===== config.mk =====
export PLATFORM = sky130hd
export DESIGN_NAME = i2c_rx_shifter_flat
export DESIGN_NICKNAME = d
export VERILOG_FILES = /design/src/rtl/i2c_rx_shifter_pkg.sv /design/src/rtl/i2c_rx_shifter_if.sv /design/src/rtl/i2c_rx_shifter_sync_edge.sv /design/src/rtl/i2c_rx_shifter.sv /design/src/flat_wrapper.sv
export SDC_FILE = /design/constraint.sdc
export NUM_CORES = 1
export LEC_CHECK = 0
export BUFFER_PORTS_ARGS = -buffer_cell sky130_fd_sc_hd__buf_2
export CAP_MARGIN = 20
export CORE_ASPECT_RATIO = 0.75
export CORE_MARGIN = 2
export CORE_UTILIZATION = 48
export CTS_CLUSTER_SIZE = 16
export DETAILED_ROUTE_END_ITERATION = 10
export PLACE_DENSITY = 0.68
export SYNTH_ARGS = -nofsm -noshare
export SYNTH_HDL_FRONTEND = slang
export SYNTH_SLANG_ARGS = --single-unit

===== constraint.sdc =====
create_clock -name clk -period 3.55 [get_ports clk]
set_clock_uncertainty 0.15 [all_clocks]
set_input_delay 0 -clock clk [delete_from_list [all_inputs] [get_ports clk]]
set_output_delay 0 -clock clk [all_outputs]
set_load 0.02 [all_outputs]

===== src/rtl/i2c_rx_shifter_pkg.sv =====
// Shared I2C definitions: byte width and receive-side state encodings.
// Kept here so the transmit side decodes the same states and widths.
package i2c_rx_shifter_pkg;

   localparam int I2C_DATA_WIDTH = 8;

   typedef enum logic [1:0] {
      ST_IDLE  = 2'd0,
      ST_SHIFT = 2'd1,
      ST_ACK   = 2'd2
   } i2c_state_e;

   // Counter wide enough to hold 0..width inclusive.
   function automatic int cnt_width(input int width);
      return $clog2(width + 1);
   endfunction

endpackage


===== src/rtl/i2c_rx_shifter_if.sv =====
// Receiver bus: raw I2C lines and controls in, byte/ACK/condition flags out.
// slave is the receiver side, master is whoever drives the lines and consumes results.
interface i2c_rx_shifter_if
   import i2c_rx_shifter_pkg::*;
#(
   parameter int data_width = I2C_DATA_WIDTH
);
   logic                  scl_in;
   logic                  sda_in;
   logic                  enable;
   logic                  clear;
   logic [data_width-1:0] data_out;
   logic                  data_valid;
   logic                  ack_out;
   logic                  ack_valid;
   logic                  start_det;
   logic                  stop_det;
   logic                  busy;

   modport slave (
      input  scl_in, sda_in, enable, clear,
      output data_out, data_valid, ack_out, ack_valid, start_det, stop_det, busy
   );

   modport master (
      output scl_in, sda_in, enable, clear,
      input  data_out, data_valid, ack_out, ack_valid, start_det, stop_det, busy
   );
endinterface


===== src/rtl/i2c_rx_shifter_sync_edge.sv =====
// Synchronizer chain plus history flop for one asynchronous I2C line.
// Level appears sync_stages cycles after the pin; rise/fall are combinational one-cycle strobes.
module i2c_sync_edge #(
   parameter int sync_stages = 2
) (
   input  logic clk,
   input  logic rst_,
   input  logic din,
   output logic level,
   output logic rise,
   output logic fall
);

   logic [sync_stages-1:0] sync_q;
   logic                   hist_q;

   // Reset to 1 so a released bus looks idle rather than producing a fake edge.
   always_ff @(posedge clk or negedge rst_) begin
      if (!rst_) begin
         sync_q <= '1;
         hist_q <= 1'b1;
      end else begin
         sync_q <= {sync_q[sync_stages-2:0], din};
         hist_q <= sync_q[sync_stages-1];
      end
   end

   assign level = sync_q[sync_stages-1];
   assign rise  = level & ~hist_q;
   assign fall  = ~level & hist_q;

endmodule


===== src/rtl/i2c_rx_shifter.sv =====
// I2C receive shifter: START/STOP detection, MSB-first byte capture and ACK sampling.
// data_valid follows a raw SCL edge by at most sync_stages+2 clk; no backpressure, all flags are one-cycle pulses.
module i2c_rx_shifter
   import i2c_rx_shifter_pkg::*;
#(
   parameter int data_width  = I2C_DATA_WIDTH,
   parameter int sync_stages = 2
) (
   input  logic                clk,
   input  logic                rst_,
   i2c_rx_shifter_if.slave     bus
);

   localparam int CW = cnt_width(data_width);

   logic scl_lvl, scl_rise, scl_fall;
   logic sda_lvl, sda_rise, sda_fall;
   logic start_evt, stop_evt;

   i2c_sync_edge #(.sync_stages(sync_stages)) u_scl_sync (
      .clk   (clk),
      .rst_  (rst_),
      .din   (bus.scl_in),
      .level (scl_lvl),
      .rise  (scl_rise),
      .fall  (scl_fall)
   );

   i2c_sync_edge #(.sync_stages(sync_stages)) u_sda_sync (
      .clk   (clk),
      .rst_  (rst_),
      .din   (bus.sda_in),
      .level (sda_lvl),
      .rise  (sda_rise),
      .fall  (sda_fall)
   );

   // SCL must be high now and last cycle, so a simultaneous SCL edge suppresses both.
   assign start_evt = sda_fall & scl_lvl & ~scl_rise;
   assign stop_evt  = sda_rise & scl_lvl & ~scl_rise;

   i2c_state_e            state_q, state_d;
   logic [data_width-1:0] shift_q, shift_d;
   logic [CW-1:0]         cnt_q, cnt_d;
   logic                  ack_seen_q, ack_seen_d;
   logic [data_width-1:0] data_q, data_d;
   logic                  dvld_q, dvld_d;
   logic                  ack_q, ack_d;
   logic                  avld_q, avld_d;
   logic                  start_q, start_d;
   logic                  stop_q, stop_d;

   always_ff @(posedge clk or negedge rst_) begin
      if (!rst_) begin
         state_q    <= ST_IDLE;
         shift_q    <= '0;
         cnt_q      <= '0;
         ack_seen_q <= 1'b0;
         data_q     <= '0;
         dvld_q     <= 1'b0;
         ack_q      <= 1'b0;
         avld_q     <= 1'b0;
         start_q    <= 1'b0;
         stop_q     <= 1'b0;
      end else begin
         state_q    <= state_d;
         shift_q    <= shift_d;
         cnt_q      <= cnt_d;
         ack_seen_q <= ack_seen_d;
         data_q     <= data_d;
         dvld_q     <= dvld_d;
         ack_q      <= ack_d;
         avld_q     <= avld_d;
         start_q    <= start_d;
         stop_q     <= stop_d;
      end
   end

   always_comb begin
      state_d    = state_q;
      shift_d    = shift_q;
      cnt_d      = cnt_q;
      ack_seen_d = ack_seen_q;
      data_d     = data_q;
      dvld_d     = 1'b0;
      ack_d      = ack_q;
      avld_d     = 1'b0;
      start_d    = start_evt;
      stop_d     = stop_evt;

      if (bus.clear) begin
         state_d    = ST_IDLE;
         shift_d    = '0;
         cnt_d      = '0;
         ack_seen_d = 1'b0;
         data_d     = '0;
         ack_d      = 1'b0;
         start_d    = 1'b0;
         stop_d     = 1'b0;
      end else if (bus.enable) begin
         if (stop_evt) begin
            state_d    = ST_IDLE;
            shift_d    = '0;
            cnt_d      = '0;
            ack_seen_d = 1'b0;
         end else if (start_evt) begin
            state_d    = ST_SHIFT;
            shift_d    = '0;
            cnt_d      = '0;
            ack_seen_d = 1'b0;
         end else begin
            case (state_q)
               ST_SHIFT: begin
                  if (scl_rise) begin
                     shift_d = {shift_q[data_width-2:0], sda_lvl};
                     cnt_d   = cnt_q + CW'(1);
                     if (cnt_q == CW'(data_width - 1)) begin
                        data_d     = shift_d;
                        dvld_d     = 1'b1;
                        state_d    = ST_ACK;
                        ack_seen_d = 1'b0;
                     end
                  end
               end
               // The falling edge that ends the last data bit arrives before the ACK clock; skip it.
               ST_ACK: begin
                  if (scl_rise && !ack_seen_q) begin
                     ack_d      = ~sda_lvl;
                     avld_d     = 1'b1;
                     ack_seen_d = 1'b1;
                  end else if (scl_fall && ack_seen_q) begin
                     state_d    = ST_SHIFT;
                     cnt_d      = '0;
                     ack_seen_d = 1'b0;
                  end
               end
               default: ;
            endcase
         end
      end
   end

   assign bus.data_out   = data_q;
   assign bus.data_valid = dvld_q;
   assign bus.ack_out    = ack_q;
   assign bus.ack_valid  = avld_q;
   assign bus.start_det  = start_q;
   assign bus.stop_det   = stop_q;
   assign bus.busy       = (state_q != ST_IDLE);

endmodule

===== src/flat_wrapper.sv =====
// flat-port wrapper written by rule: the top's interface ports become plain ports
module i2c_rx_shifter_flat import i2c_rx_shifter_pkg::*;
#(
   parameter int data_width  = I2C_DATA_WIDTH,
   parameter int sync_stages = 2
)
  (clk, rst_, bus_scl_in, bus_sda_in, bus_enable, bus_clear, bus_data_out, bus_data_valid, bus_ack_out, bus_ack_valid, bus_start_det, bus_stop_det, bus_busy);
  i2c_rx_shifter_if #(.data_width(data_width)) bus_i ();
  input  logic clk;
  input  logic rst_;
  input wire logic [$bits(bus_i.scl_in)-1:0] bus_scl_in;
  input wire logic [$bits(bus_i.sda_in)-1:0] bus_sda_in;
  input wire logic [$bits(bus_i.enable)-1:0] bus_enable;
  input wire logic [$bits(bus_i.clear)-1:0] bus_clear;
  output wire logic [$bits(bus_i.data_out)-1:0] bus_data_out;
  output wire logic [$bits(bus_i.data_valid)-1:0] bus_data_valid;
  output wire logic [$bits(bus_i.ack_out)-1:0] bus_ack_out;
  output wire logic [$bits(bus_i.ack_valid)-1:0] bus_ack_valid;
  output wire logic [$bits(bus_i.start_det)-1:0] bus_start_det;
  output wire logic [$bits(bus_i.stop_det)-1:0] bus_stop_det;
  output wire logic [$bits(bus_i.busy)-1:0] bus_busy;
  assign bus_i.scl_in = bus_scl_in;
  assign bus_i.sda_in = bus_sda_in;
  assign bus_i.enable = bus_enable;
  assign bus_i.clear = bus_clear;
  assign bus_data_out = bus_i.data_out;
  assign bus_data_valid = bus_i.data_valid;
  assign bus_ack_out = bus_i.ack_out;
  assign bus_ack_valid = bus_i.ack_valid;
  assign bus_start_det = bus_i.start_det;
  assign bus_stop_det = bus_i.stop_det;
  assign bus_busy = bus_i.busy;
  i2c_rx_shifter #(.data_width(data_width), .sync_stages(sync_stages)) u_core (.clk(clk), .rst_(rst_), .bus(bus_i));
endmodule

---- Word level (Yosys, flattened, before mapping) ----
Index checks and enable logic that the tools add are counted.
storage, ports and cells
  memories ................................ 0
  bits of input ports ..................... 6
  memory bits (read-only) ................. 0
  register bits ........................... 33
  output and inout port bits .............. 14
  bits in latches ......................... 0
  bits in writable memories ............... 0
  word-level logic and storage cells ...... 117
operators by class
  muxes and demuxes ....................... 60
  add/subtract/negate cells ............... 1
  divide/modulo/power cells ............... 0
  shift-type cells ........................ 0
  multiply operators ...................... 0
  order comparisons ....................... 0
  reductions and logical operators ........ 19
  eq/ne operators ......................... 10
  bitwise gates (word level) .............. 13
operators by type and width
  operator               count
  $mux W8                7
  $mux W7                6
  $mux W1                29
  $mux W4                7
  $mux W2                8
  $ne A5 B2 Y1 const B   3
  $reduce_and A5 Y1      3
  $reduce_bool A2 Y1     7
  $reduce_and A6 Y1      2
  $and A1 B1 Y1          8
  $pmux W4 S2            1
  $reduce_bool A4 Y1     2
  $ne A6 B2 Y1 const B   1
  $ne A5 B3 Y1 const B   1
  $not A1 Y1             5
  $reduce_bool A5 Y1     1
  $add A4 B1 Y4 const B  1
  $eq A4 B3 Y1 const B   1
  $ne A2 B2 Y1 const B   2
  $pmux W2 S2            1
  $reduce_and A3 Y1      1
  $eq A2 B1 Y1 const B   1
  $eq A2 B2 Y1 const B   1
  $logic_and A1 B1 Y1    2
  other kinds (2)        2

---- Longest topological paths before layout ----
  depth after elaboration ................. 10
  mapped depth ............................ 6
  mapped depth without buffers ............ 4

---- By module ----
A second synthesis with hierarchy kept.
unflattened totals
  cell total of the unflattened synthesis .. 133
  area, all modules ....................... 1,481.4 µm²
by module, submodules not included
  module          seq. area each (µm²)  cells an instance  area an instance (µm²)  times used
  i2c_rx_shifter  675.6                 123                1,293.7                 1
  i2c_sync_edge   78.8                  5                  93.8                    2

---- Worst setup path before layout ----
OpenSTA, ideal clock, no wires.
  path kind ............................... flip-flop to flip-flop
  from .................................... register u_core.u_scl_sync.sync_q[1]
  to ...................................... register u_core.state_q[0]
  path buffers ............................ 1
  setup time .............................. 128 ps
  stages on the path, launching flop included .. 6
  data required time ...................... 3,272 ps
  arrival time ............................ 1,546 ps
  slack ................................... 1,726 ps
  cell sequence ........................... dfstp_2 buf_4 and4bb_4 a41oi_4 o31ai_2 mux2_1
on the way
  word-level cells in the longest chain between the ends .. 7
  elaborated cells between the ends (all ways) .. 20
  classes of those cells .................. eq/ne: 4; mux: 4; bitwise: 8; reduce/logical: 4
RTL lines
  what                      RTL line                                    RTL
  start: declaration        i2c_rx_shifter_sync_edge.sv:14              logic [sync_stages-1:0] sync_q;
  start signal: assignment  i2c_rx_shifter_sync_edge.sv:23              sync_q <= {sync_q[sync_stages-2:0], din};
  $and A1 B1 Y1             i2c_rx_shifter_sync_edge.sv:29              assign rise = level & ~hist_q;
  $not A1 Y1                i2c_rx_shifter.sv:39, i2c_rx_shifter.sv:40
  $and A1 B1 Y1             i2c_rx_shifter.sv:39                        assign start_evt = sda_fall & scl_lvl & ~scl_rise;
  $mux W2                   i2c_rx_shifter.sv:106                       end else if (start_evt) begin
  $mux W2                   i2c_rx_shifter.sv:101                       if (stop_evt) begin
  $mux W2                   i2c_rx_shifter.sv:100                       end else if (bus.enable) begin
  $mux W2                   i2c_rx_shifter.sv:91                        if (bus.clear) begin
  end signal: assignment    i2c_rx_shifter.sv:66                        state_q <= state_d;
  end: declaration          i2c_rx_shifter.sv:42                        i2c_state_e state_q, state_d;
Parallel ways exist; a longest one is shown, timed or not. The select of a mux whose other input is x is not followed.
A chain may end at the register's enable or synchronous reset.

---- Worst setup path after layout ----
  from .................................... register u_core.u_scl_sync.sync_q[1]
  to ...................................... register u_core.data_q[2] (netlist: u_core.bus.data_out[2])
on the way
  word-level cells in the longest chain between the ends .. 5
  elaborated cells between the ends (all ways) .. 10
  classes of those cells .................. eq/ne: 2; bitwise: 6; reduce/logical: 2
RTL lines
  what                                     RTL line                                    RTL
  $and A1 B1 Y1                            i2c_rx_shifter_sync_edge.sv:29
  $not A1 Y1                               i2c_rx_shifter.sv:39, i2c_rx_shifter.sv:40
  $and A1 B1 Y1, on equally long branches  i2c_rx_shifter.sv:39, i2c_rx_shifter.sv:40
  $ne A2 B2 Y1 (no source line)            --
  $reduce_and A6 Y1 (no source line) (*)   --
  end signal: assignment                   i2c_rx_shifter.sv:70                        data_q <= data_d;
  end: declaration                         i2c_rx_shifter.sv:46                        logic [data_width-1:0] data_q, data_d;
Every way passes the cells marked *; elsewhere a longest branch is shown, timed or not.

==> summary.md <==
| Metric | Value |
|---|---|
| Run status | complete, no violations |
| First-pass GRT wire length | 4.871 mm |
| Setup bufs post-CTS | 0 |
| R2R depth | 4 |
| Routed wl met3 | 117 um |
| Final #Nets | 156 |
| Clk buf depth | 2 |
| Cells after Synth | 123 |
| Worst setup EP type | flop |
| Worst EP required | 3.55 ns |
| Reg-to-reg setup timing slack | 1.41 ns |
| Top layer in use | met4 |
| WHS | 0.1638 ns |
| Crit path cell chain | and4bb_4, nand4_1, mux2i_1, nor2_1 |
| Post-cts sizing count | 0 |
| # rows | 17 |
| RSZ-0062 raised after global routing | no |
| Clock Latency Late Sink | 0.27 ns |
| Initial DRC Count | 85 |
| Clk sink count | 33 |
| Minimum clock period | 2.142 ns |
| # IOs | 20 |
| Sequential share of the synthesized area | 55.22% |
| Worst-Margin Slew | 0.7031 ns |
| Total GRT Usage | 18.29% |
| Pwr Density | 407.7 mW/mm2 |
| Die Span Y | 52.56 um |
| Die area | 0.003613 mm2 |
| Fillcell total | 258 |
| Crit-path slowest cell | dfstp_2 |
| Worst Path Buf+Inv | 0 |
| RD Place Congestion | 0.7499 |
| Drc violations | 0 |
| Hold crit path type | in2async |
| Startpoint Class | flop |
| Commonest non-fill, non-tap cell in the layout | dfrtp_1 |
| H-tree depth | 2 |
| Peak Freq | 0.4668 GHz |
| Setup TNS | 0 ns |
| Pre-Repair DR Iteration Count | 4 |
| Slew Viols, Final | 0 |
| Chip width | 68.74 um |
| R2R Path End | u_core.bus.data_out[2] |
| CP peak stage delay | 0.64 ns |
| Max-Cap Viols | 0 |
| Critical R2R Launch | u_core.u_scl_sync.sync_q[1] |
| M1 WL | 1.353 mm |
| Via/cell ratio | 5.649 |
| CTS tree | done |
| WL final | 2.763 mm |
| Worst-path clk slew | 0.07 ns |
| Initial antenna violation count | 0 |
| Final HPWL DP | 1.924 mm |
| Vias in the first global route | 1063 |
| PortBufs | 19 |
| Flops & latches, synth | 33 |
| Met2 Wirelength | 1.281 mm |
| Largest net degree at the start of global routing | 34 |
| Area growth syn-to-layout | 16.42% |
| Most frequent cells in the layout | 27 x dfrtp_1, 19 x buf_2, 12 x nor2_1, 10 x mux2i_1 |
| CTS buffer count | 5 |
| ANT nets after route | 0 |
| Leakage | 0.8562 nW |
| Core ar. | 0.002978 mm2 |
| CP Data Arrival Time | 2.14 ns |
| Setup violations, final | 0 |
| Via count | 1062 |
| Layout cells sized above 1 | 29.33% |
| Ant diodes | 0 |
| Routed len/inst | 14.70 um |
| Max_slew headroom | 53.13% |
| Starting Density | 50.67% |
| CP delay by family, top | simple AND/OR/NAND/NOR gates |
| Yosys cell types | 48 |
| Yosys Warn Count | 0 |
| Area of the mapped netlist | 0.001509 mm2 |
| Syn_nets | 130 |
| CTS root buffer | clkbuf_8 |
| Final Cycle Share | 60.34% |
| Critical path class | reg2reg |
| Remaining global-route overflow | 0 |
| Mean post-synth cell area | 12.27 um2 |
| Final Hold Viols | 0 |
| Max IR drop VDD | 0.3077 mV |
| Worst-path fanout max | 10 |
-- sequential cells by signal (all words and copies together), names as in the netlist --
register and flops:
u_core.u_scl_sync.hist_q 1, u_core.state_q 2, u_core.u_sda_sync.sync_q 2, u_core.bus.data_valid 1, u_core.u_scl_sync.sync_q 2, u_core.u_sda_sync.hist_q 1
u_core.bus.start_det 1, u_core.cnt_q 4, u_core.shift_q 7, u_core.bus.stop_det 1, u_core.bus.ack_out 1, u_core.bus.data_out 8
u_core.bus.ack_valid 1, u_core.ack_seen_q 1
-- worst max-delay path by stage --
stage	startpoint	to	slack, ns	cells after the start
3_3_place_gp	u_core.u_scl_sync.sync_q[1]	u_core.bus.data_out[4]	1.47	4
2_1_floorplan	u_core.u_scl_sync.sync_q[1]	u_core.state_q[0]	1.73	5
6_report	u_core.u_scl_sync.sync_q[1]	u_core.bus.data_out[2]	1.41	4
4_1_cts	u_core.u_scl_sync.sync_q[1]	u_core.bus.data_out[4]	1.42	4
3_5_place_dp	u_core.u_scl_sync.sync_q[1]	u_core.bus.data_out[6]	1.41	4
5_1_grt	u_core.u_scl_sync.sync_q[1]	u_core.bus.data_out[3]	1.21	4
-- synth_stat cells, drive strengths merged --
library cell,count,area (um2)
or4,2,15.01
nor3,1,5.000
o31ai,2,20.02
mux2,2,22.52
or2,2,12.52
a31oi,3,33.78
nor2,13,51.30
inv,5,18.77
buf,4,27.52
dfstp,6,157.7
nor4,3,33.78
a32o,1,10.01
a31o,1,8.760
and2b,1,10.01
o21ai,2,10.01
and4bb,1,16.27
nand2,2,7.510
nand4,2,12.51
nand2b,4,25.02
xor2,1,8.760
nor2b,1,6.260
clkbuf,1,3.750
a21oi,4,23.77
nor4b,2,17.52
and3,1,6.260
o22ai,2,12.51
a41oi,2,36.29
a21o,1,8.760
nand3,3,15.01
a22o,6,52.55
mux2i,10,100.1
o211ai,1,7.510
nor3b,1,7.510
ha,1,12.51
o21bai,1,7.510
dfrtp,27,675.7
a211o,1,8.760
-- worst reg2reg max path, delay by kind of cell, from the launching register on --
kind,cells,cell delay [ns]
simple gates,3,0.88
flops,1,0.64
mux,1,0.36
-- per-layer routing --
metal,vias to the layer above,GRT usage [%]
li1,503,-
met2,21,28.21
met4,0,3.268
met5,-,0
met1,536,25.56
met3,2,5.806
-- cell type report --
| class | count | area, um2 | area share [%] |
|---|---|---|---|
| sequential | 33 | 833.3 | 47.44 |
| multi-input combinational | 80 | 625.6 | 35.61 |
| clock inverter | 3 | 17.52 | 0.9972 |
| tap | 38 | 47.55 | 2.707 |
| inverter | 5 | 18.77 | 1.068 |
| clock buffer | 5 | 68.82 | 3.917 |
| timing repair buffer | 24 | 145.1 | 8.262 |
-- through the flow --
step / total power [W] / utilization (%) / instances / setup slack (ns) / cell area (um2)
after floorplan: 0.0004356 / - / 123 / 1.726 / 1509
after global placement: 0.0004526 / 54.41 / 175 / 1.465 / 1620
after detailed placement: 0.0004538 / 54.41 / 175 / 1.406 / 1620
after CTS: 0.0007245 / 58.99 / 188 / 1.417 / 1757
after global routing: 0.0007518 / 58.99 / 188 / 1.208 / 1757
final: 0.0007162 / 58.99 / 188 / 1.408 / 1757
-- repair_timing --
action	4_1_cts	5_1_grt
hold endpoints to repair	35	0
endpoints found under the setup margin	0	0
hold buffers	5	0
-- power by group --
| group | internal [W] | total, W | switching [W] |
|---|---|---|---|
| Clock | 0.000135 | 0.000265 | 0.000130 |
| Combinational | 0.0000197 | 0.0000515 | 0.0000318 |
| Sequential | 0.000388 | 0.000400 | 0.0000117 |
-- cell families after synthesis --
group | count (synthesis) | share of synthesized area [%]
multiplexers | 12 | 8.126
AO/OA/AOI/OAI | 27 | 15.92
AND/OR/NAND/NOR | 39 | 16.00
adder cells (fa/ha/maj) | 1 | 0.8291
flip-flops | 33 | 55.22
XOR/XNOR | 1 | 0.5805
buffers and inverters | 10 | 3.316
No activity file was read; power rests on OpenSTA's default activity.
